`src/rtl/vfu_pkg.sv`:
```
// Shared types and constants for the vector functional unit.
//   vfu_op_t    : lane-wise opcode carried in config[2:0]
//   vfu_state_t : control FSM states
//   vfu_cfg_t   : decoded config word held for the whole operation
package vfu_pkg;

    localparam int OPC_LSB   = 0;
    localparam int OPC_W     = 3;
    localparam int SEND1_BIT = 4;
    localparam int SEND2_BIT = 5;

    typedef enum logic [OPC_W-1:0] {
        OP_ADD    = 3'd0,
        OP_SUB    = 3'd1,
        OP_MUL    = 3'd2,
        OP_AND    = 3'd3,
        OP_OR     = 3'd4,
        OP_XOR    = 3'd5,
        OP_PASS_A = 3'd6,
        OP_NOP    = 3'd7
    } vfu_op_t;

    typedef enum logic [1:0] {
        IDLE = 2'd0,
        REQ  = 2'd1,
        EXEC = 2'd2,
        SEND = 2'd3
    } vfu_state_t;

    typedef struct packed {
        vfu_op_t op;
        logic    send1;
        logic    send2;
    } vfu_cfg_t;

endpackage

```
`src/rtl/vfu_alu.sv`:
```
// Combinational lane-wise ALU: res[i] = op(a[i], b[i]), modulo 2^width.
//   op  : opcode
//   a,b : operand vectors, num_inputs lanes of width bits
//   res : result vector (NOP yields zero; the caller does not register it)
module vfu_alu
    import vfu_pkg::*;
#(
    parameter int width      = 16,
    parameter int num_inputs = 4
) (
    input  vfu_op_t                              op,
    input  logic [num_inputs-1:0][width-1:0]     a,
    input  logic [num_inputs-1:0][width-1:0]     b,
    output logic [num_inputs-1:0][width-1:0]     res
);

    for (genvar i = 0; i < num_inputs; i++) begin : g_lane
        logic [width-1:0] lane_res;

        always_comb begin
            lane_res = '0;
            case (op)
                OP_ADD:    lane_res = a[i] + b[i];
                OP_SUB:    lane_res = a[i] - b[i];
                OP_MUL:    lane_res = a[i] * b[i];  // keeps low width bits
                OP_AND:    lane_res = a[i] & b[i];
                OP_OR:     lane_res = a[i] | b[i];
                OP_XOR:    lane_res = a[i] ^ b[i];
                OP_PASS_A: lane_res = a[i];
                default:   lane_res = '0;
            endcase
        end

        assign res[i] = lane_res;
    end

endmodule

```
`src/rtl/vector_fu.sv`:
```
// Vector functional unit fed by the tile memory stage.
// Requests operands (on_off), captures config + 2*num_inputs operands on
// r_data_vld, runs one lane-wise op and sends the result to up to two
// neighbours with a hold-until-ack write handshake.
//   clk, reset           : clock, synchronous active-high reset
//   enable               : run enable (sampled in IDLE, abort in REQ)
//   on_off               : operand read request
//   on_off_vector_fu     : memory grant (informational only)
//   r_data_vld           : config_in / adder_inputs valid
//   adder_inputs         : A = lanes [0..num_inputs-1], B = the rest
//   write_enN/write_ackN : neighbour N send handshake
//   w_data_outN          : result vector (same on both ports)
//   busy                 : not IDLE
//   op_count             : completed operations, wraps
module vector_fu
    import vfu_pkg::*;
#(
    parameter int width        = 16,
    parameter int num_inputs   = 4,
    parameter int total_inputs = num_inputs + num_inputs
) (
    input  logic                                   clk,
    input  logic                                   reset,
    input  logic                                   enable,
    output logic                                   on_off,
    input  logic                                   on_off_vector_fu,
    input  logic                                   r_data_vld,
    input  logic [width-1:0]                       config_in,
    input  logic [total_inputs-1:0][width-1:0]     adder_inputs,
    output logic                                   write_en1,
    input  logic                                   write_ack1,
    output logic [num_inputs-1:0][width-1:0]       w_data_out1,
    output logic                                   write_en2,
    input  logic                                   write_ack2,
    output logic [num_inputs-1:0][width-1:0]       w_data_out2,
    output logic                                   busy,
    output logic [15:0]                            op_count
);

    vfu_state_t                       state_q, state_d;
    vfu_cfg_t                         cfg_q, cfg_d;
    logic [num_inputs-1:0][width-1:0] a_q, a_d, b_q, b_d;
    logic [num_inputs-1:0][width-1:0] res_q, res_d, alu_res;
    logic                             done1_q, done1_d, done2_q, done2_d;
    logic [15:0]                      cnt_q, cnt_d;

    // The grant is implied by the memory stage only answering while we
    // request; unused config bits are ignored by design.
    logic in_unused;
    assign in_unused = on_off_vector_fu ^ (^config_in);

    vfu_alu #(.width(width), .num_inputs(num_inputs)) u_alu (
        .op  (cfg_q.op),
        .a   (a_q),
        .b   (b_q),
        .res (alu_res)
    );

    always_comb begin
        state_d = state_q;
        cfg_d   = cfg_q;
        a_d     = a_q;
        b_d     = b_q;
        res_d   = res_q;
        done1_d = done1_q;
        done2_d = done2_q;
        cnt_d   = cnt_q;
        case (state_q)
            IDLE: if (enable) state_d = REQ;
            REQ: begin
                // Valid data wins over a simultaneous enable drop.
                if (r_data_vld) begin
                    cfg_d.op    = vfu_op_t'(config_in[OPC_LSB +: OPC_W]);
                    cfg_d.send1 = config_in[SEND1_BIT];
                    cfg_d.send2 = config_in[SEND2_BIT];
                    for (int i = 0; i < num_inputs; i++) begin
                        a_d[i] = adder_inputs[i];
                        b_d[i] = adder_inputs[num_inputs + i];
                    end
                    state_d = EXEC;
                end else if (!enable) begin
                    state_d = IDLE;
                end
            end
            EXEC: begin
                if (cfg_q.op != OP_NOP) res_d = alu_res;
                if (cfg_q.op == OP_NOP || !(cfg_q.send1 || cfg_q.send2)) begin
                    cnt_d   = cnt_q + 16'd1;
                    state_d = IDLE;
                end else begin
                    state_d = SEND;
                end
            end
            SEND: begin
                if (write_en1 && write_ack1) done1_d = 1'b1;
                if (write_en2 && write_ack2) done2_d = 1'b1;
                if ((!cfg_q.send1 || done1_d) && (!cfg_q.send2 || done2_d)) begin
                    done1_d = 1'b0;
                    done2_d = 1'b0;
                    cnt_d   = cnt_q + 16'd1;
                    state_d = IDLE;
                end
            end
            default: state_d = IDLE;
        endcase
    end

    always_ff @(posedge clk) begin
        if (reset) begin
            state_q <= IDLE;
            cfg_q   <= '{op: OP_ADD, send1: 1'b0, send2: 1'b0};
            a_q     <= '0;
            b_q     <= '0;
            res_q   <= '0;
            done1_q <= 1'b0;
            done2_q <= 1'b0;
            cnt_q   <= '0;
        end else begin
            state_q <= state_d;
            cfg_q   <= cfg_d;
            a_q     <= a_d;
            b_q     <= b_d;
            res_q   <= res_d;
            done1_q <= done1_d;
            done2_q <= done2_d;
            cnt_q   <= cnt_d;
        end
    end

    // All outputs decode from registered state, so on_off and write_en*
    // are mutually exclusive by construction.
    assign on_off      = (state_q == REQ);
    assign write_en1   = (state_q == SEND) && cfg_q.send1 && !done1_q;
    assign write_en2   = (state_q == SEND) && cfg_q.send2 && !done2_q;
    assign w_data_out1 = res_q;
    assign w_data_out2 = res_q;
    assign busy        = (state_q != IDLE);
    assign op_count    = cnt_q;

endmodule

```
`config.mk`:
```
export PLATFORM = sky130hd
export DESIGN_NAME = vector_fu
export DESIGN_NICKNAME = d
export VERILOG_FILES = /design/src/rtl/vfu_pkg.sv /design/src/rtl/vfu_alu.sv /design/src/rtl/vector_fu.sv
export SDC_FILE = /design/constraint.sdc
export NUM_CORES = 2
export LEC_CHECK = 0
export ABC_AREA = 1
export CORE_MARGIN = 3
export CORE_UTILIZATION = 46
export CTS_BUF_LIST = sky130_fd_sc_hd__clkbuf_16
export CTS_CLUSTER_SIZE = 30
export DETAILED_ROUTE_END_ITERATION = 6
export PLACE_DENSITY_LB_ADDON = 0.05
export SYNTH_ARGS = -nofsm -noshare
export SYNTH_HDL_FRONTEND = slang
export SYNTH_SLANG_ARGS = --single-unit
```
`constraint.sdc`:
```
create_clock -name clk -period 11.6 [get_ports clk]
set_input_delay 2.32 -clock clk [delete_from_list [all_inputs] [get_ports clk]]
set_output_delay 2.32 -clock clk [all_outputs]
set_load 0.005 [all_outputs]
```
# Word level (Yosys, flattened, before mapping)

Cells that the tools add are included.
W data, S select, Z words.

Register bits: 217
Input port bits: 151
Output and inout port bits: 148
Logic and storage cells: 102

$add $sub $neg: 9
$mul: 4
Equal/unequal tests: 15
Mux-type cells: 19
Bitwise operators: 12
Reduce and logical (&&, ||, !) cells: 24

Operators with widths:

| kind                    | number |
|---|---|
| $pmux W16 S7            | 4 |
| $add A16 B16 Y16        | 4 |
| $and A16 B16 Y16        | 4 |
| $mul A16 B16 Y16        | 4 |
| $or A16 B16 Y16         | 4 |
| $sub A16 B16 Y16        | 4 |
| $xor A16 B16 Y16        | 4 |
| $mux W16                | 2 |
| $pmux W16 S2            | 1 |
| $add A16 B1 Y16 const B | 1 |
| $eq A3 B3 Y1 const B    | 4 |
| $mux W2                 | 5 |
| $pmux W2 S4             | 1 |
| $logic_and A1 B1 Y1     | 7 |
| $eq A3 B2 Y1 const B    | 2 |
| $mux W1                 | 6 |
| $ne A2 B2 Y1 const B    | 3 |
| $reduce_and A3 Y1       | 2 |
| $logic_not A1 Y1        | 5 |
| $eq A2 B2 Y1 const B    | 2 |
| $logic_or A1 B1 Y1      | 4 |
| $reduce_and A2 Y1       | 2 |
| $reduce_bool A2 Y1      | 2 |
| $eq A3 B1 Y1 const B    | 1 |
| 5 further kinds         | 5 |

# Logic depth before layout (Yosys ltp)

Word-level depth: 10
Mapped depth: 35
Gate-level depth less buffers: 34

# Cells and area by module

Synthesis repeated with hierarchy kept, for this count alone.

Cells, all modules: 5,058
Area total of the unflattened synthesis: 34,236.6 um^2

Modules (own cells, without submodules):

| module    | instances | cells each | area each (um^2) | sequential area each (um^2) |
|---|---|---|---|---|
| vfu_alu   | 1         | 3,940      | 25,589.5         | 0.0 |
| vector_fu | 1         | 1,118      | 8,647.0          | 4,344.2 |

# Least setup slack after synthesis

Ideal clock, no wire load.

Kind: flip-flop to flip-flop
From: reg b_q[49] (netlist bit)
To: reg res_q (netlist bit w_data_out1[63])
Library setup time: 0.109 ns
Arrival: 5.270 ns
Required time: 11.491 ns
Path slack: 6.221 ns
Stages on the path, launching flop included: 22
Buffers on the path: 2
Clock period less this slack: 5.379 ns
Path through: dfxtp_1 clkbuf_2 clkbuf_1 nand2_1 fa_1 fa_1 inv_1 fa_1 fa_1 fa_1 inv_1 fa_1 inv_1 ha_1 nand4_1 or2_2 o221a_2 nand3b_1 nand3_1 nand3_1 nand2_1 inv_1

Longest elaborated chain between the ends: 2
Elaborated cells on any way between the ends: 4
Classes of those cells: add/sub: 2; mul: 1; mux: 1

RTL lines:

| item                                           | line             | source |
|---|---|---|
| start, declared                                | vector_fu.sv:42  | `logic [num_inputs-1:0][width-1:0] a_q, a_d, b_q, b_d;` |
| start signal, assigned                         | vector_fu.sv:113 | `b_q <= '0;` |
| start signal, assigned                         | vector_fu.sv:122 | `b_q <= b_d;` |
| $mul A16 B16 Y16, or another cell as far along | vfu_alu.sv:25    | `OP_MUL: lane_res = a[i] * b[i];` |
| $pmux W16 S7 *                                 | vfu_alu.sv:22    | `case (op)` |
| end signal, assigned                           | vector_fu.sv:123 | `res_q <= res_d;` |
| end, declared                                  | vector_fu.sv:43  | `logic [num_inputs-1:0][width-1:0] res_q, res_d, alu_res;` |

Every way passes the cells marked *; elsewhere a longest branch is shown, timed or not.
A chain may end at the register's enable or synchronous reset.

# Final worst setup path

From: reg b_q[55] (netlist bit)
To: reg res_q (netlist bit w_data_out1[63])

Same word-level chain as after synthesis.

==> summary.txt <==
Primary FF master, synth: dfxtp_1
Fin nets: 5637
WL met3: 6883 um
Min-delay worst type: reg2reg
Depth of the worst hold-timing path: 2
Worst Setup End Kind: flip-flop
Peak VDD IR: 120.7 uV
Post-Syn Instances: 4710
Outcome: complete, no violations
Wirelength per Cell: 18.84 um
Grt total ovfl: 0
Dpl ws: 5.554 ns
Dpl cell area: 0.03588 sq mm
Sw Pwr: 1.419 mW
Clk network pwr share: 0.290
Metal-1 WL: 49070 um
Clk root buf: clkbuf_16
Post-synth ARST share: 0
Clock buffer depth: 3
Critical path type: reg2reg
CTS tree: done
Final cell count without fillers: 5739
Startpoint Class: flip-flop
Commonest non-fill, non-tap cell in the layout: inv_1
Core Util, Final: 0.5226
Max-slew violations: 0
Final Hold Vio Count: 0
Min cycle time layout: 6.062 ns
DR iter-0 viols: 2000
Internal Dissipation: 1.867 mW
Synthesized flop and latch total: 217
Count of final setup violators: 0
Full die area: 0.07498 sq mm
YS warnings: 0
RSZ-0062 raised after global routing: false
Routability cong.: 0.9216
I/O Pins: 299
Final hold slack: 0.4793 ns
Vias: 29.87k
Worst-Skew Late Latency: 0.61 ns
Post-synth EDFFs: 0
Cts hold-fix bufs: 0
Sequential share of power: 0.294
Critical Path AT: 6.55 ns
Uppermost layer routed: met4
Chip height: 273.8 um
Cell variety after synth: 57
Worst reg2reg setup slack: 5.54 ns
Relative slew slack: 0.2000
CTS sink cnt: 217
Fin crit share: 0.5226
Setup TNS: 0 ns
Pleak: 19.62 nW
Worst endpoint required time: 12.09 ns
Max frequency: 165.0 MHz
Worst Tran Pin Value: 1.199 ns
Core Area: 0.07051 sq mm
Cell area after synthesis: 0.03300 sq mm
FF-to-FF path depth: 20
Power, Total: 3.286 mW
Combinational power share: 0.416
Reg clk slew, reported paths: 0.06 ns
Max-Cap Viols: 0
Mapped Nets: 5574
Mean post-synth cell area: 7.005 sq um
Placed cells: 5681
Buffers on Ports: 286
Total CTS buffers: 30
Final instance area: 0.03685 sq mm
Drc violations: 0
Crit Path Max Fanout: 13
First-pass GRT wire length: 169500 um
Post-CTS sizing: 0
Post-DR vias/cell: 5.205
Most frequent cells in the layout: 1112 x inv_1, 987 x nand2_1, 389 x ha_1, 342 x a21oi_1, 324 x fa_1
Initial core utilization: 0.4679
Worst Skew: 0.02267 ns
Seq/Total Area, Yosys: 0.1317
HPWL Detailed: 79740 um
Total GRT Usage: 0.2893
Post-Route WL: 108100 um
Largest net degree at the start of global routing: 115
H-Tree Depth: 1
Post-route ant nets: 0
Setup ws final: 5.538 ns
Die width: 273.8 um
Rows: 97
Area delta synth->final: 11.68%
Pre-Repair DR Iteration Count: 5
Met2 wire len: 49460 um
Switching part of the total: 0.4318
Antenna violations before repair: 3
Layout filler cell count: 7048
Share of layout cells above drive strength 1: 0.03065
Setup Fix Bufs, Post-CTS: 0
Cell Pwr Density: 89.18 mW/mm^2
Vias in the first global route: 29.36k
==> worst max-delay path, cell delays in order, from the launching register on <==
cell and delay (ns):
dfxtp_1 0.81, ha_1 0.27, inv_1 0.08, fa_1 0.50, fa_1 0.53, inv_1 0.06
fa_1 0.49, fa_1 0.51, inv_1 0.06, fa_1 0.47, fa_1 0.51, inv_1 0.06
ha_1 0.39, nand4_1 0.14, or2_2 0.31, o221a_2 0.31, nand3b_1 0.17, nand3_1 0.11
nand3_1 0.09, nand2_1 0.06, inv_1 0.03
==> metal layers <==
layer  vias to the layer above  track usage
li1                      14652            -
met1                     14183       0.3949
met2                       880       0.4846
met3                       154      0.03927
met4                         0      0.06840
met5                         -            0
==> synthesized netlist by cell type, types with 3 or more instances <==
cell       instances  share of area
inv_1           1109           0.13
nand2_1          990           0.11
ha_1             389           0.15
a21oi_1          342          0.052
fa_1             324           0.20
o21ai_0          316          0.048
dfxtp_1          217           0.13
clkbuf_1         153          0.017
nand3_1          151          0.023
nor2_1           131          0.015
xor2_1            87          0.023
buf_4             66          0.015
buf_2             54         0.0082
nor3_1            41         0.0062
a31oi_1           37         0.0070
or2_2             35         0.0066
xnor2_1           31         0.0082
a41oi_1           24         0.0064
a221oi_1          21         0.0056
nand4_1           19         0.0036
o22ai_1           19         0.0036
o221ai_1          17         0.0045
a21o_1            14         0.0032
a211oi_1          13         0.0030
nand3b_1          13         0.0030
o21a_1             8         0.0018
nor3_2             7         0.0021
nor4_1             7         0.0013
o2111ai_1          7         0.0019
o211ai_1           7         0.0016
o21bai_1           7         0.0016
buf_1              6        0.00068
inv_2              5        0.00057
and2_1             4        0.00076
clkbuf_2           4        0.00061
a311oi_1           3        0.00080
buf_6              3         0.0010
nand2_2            3        0.00057
o21ai_1            3        0.00045
o31ai_1            3        0.00068
==> power by group through the flow <==
stage	Combinational, mW	Clock, mW	Sequential, mW
after detailed placement	1.35	0	0.980
after global routing	1.56	0.995	0.976
after global placement	1.34	0	0.980
after floorplan	1.03	0	0.857
after CTS	1.36	0.970	0.964
final	1.37	0.954	0.967
==> final cells by class <==
class | count | area [sq um] | area share
antenna | 3 | 7.507 | 0.0002037
clock buffer | 31 | 775.7 | 0.02105
clock inverter | 24 | 191.4 | 0.005195
inverter | 1116 | 4197 | 0.1139
multi-input combinational | 3091 | 23070 | 0.6260
sequential | 217 | 4344 | 0.1179
tap | 940 | 1176 | 0.03192
timing repair buffer | 317 | 3090 | 0.08387
==> kinds of logic after synthesis <==
group / share of synthesized area
adders and majority gates: 0.3441
DFF: 0.1317
AOI/OAI and AO/OA: 0.1435
xor gates and xnor gates: 0.03132
and+or+nand+nor: 0.1796
buffers and inverters: 0.1699
==> worst paths after layout <==
| path | start | end |
|---|---|---|
| worst min-delay path | op_count[15] | op_count[15] |
| worst max-delay path | b_q[55] | w_data_out1[63] |
| worst max register to register | b_q[55] | w_data_out1[63] |
| worst min register to register | op_count[15] | op_count[15] |
==> flip-flops by register name (all words and copies together), names as in the netlist <==
register     count
w_data_out1     64
b_q             64
cfg_q            5
op_count        16
a_q             64
done1_q          1
state_q          2
done2_q          1
Note: power is estimated with default switching activity, not from simulation.
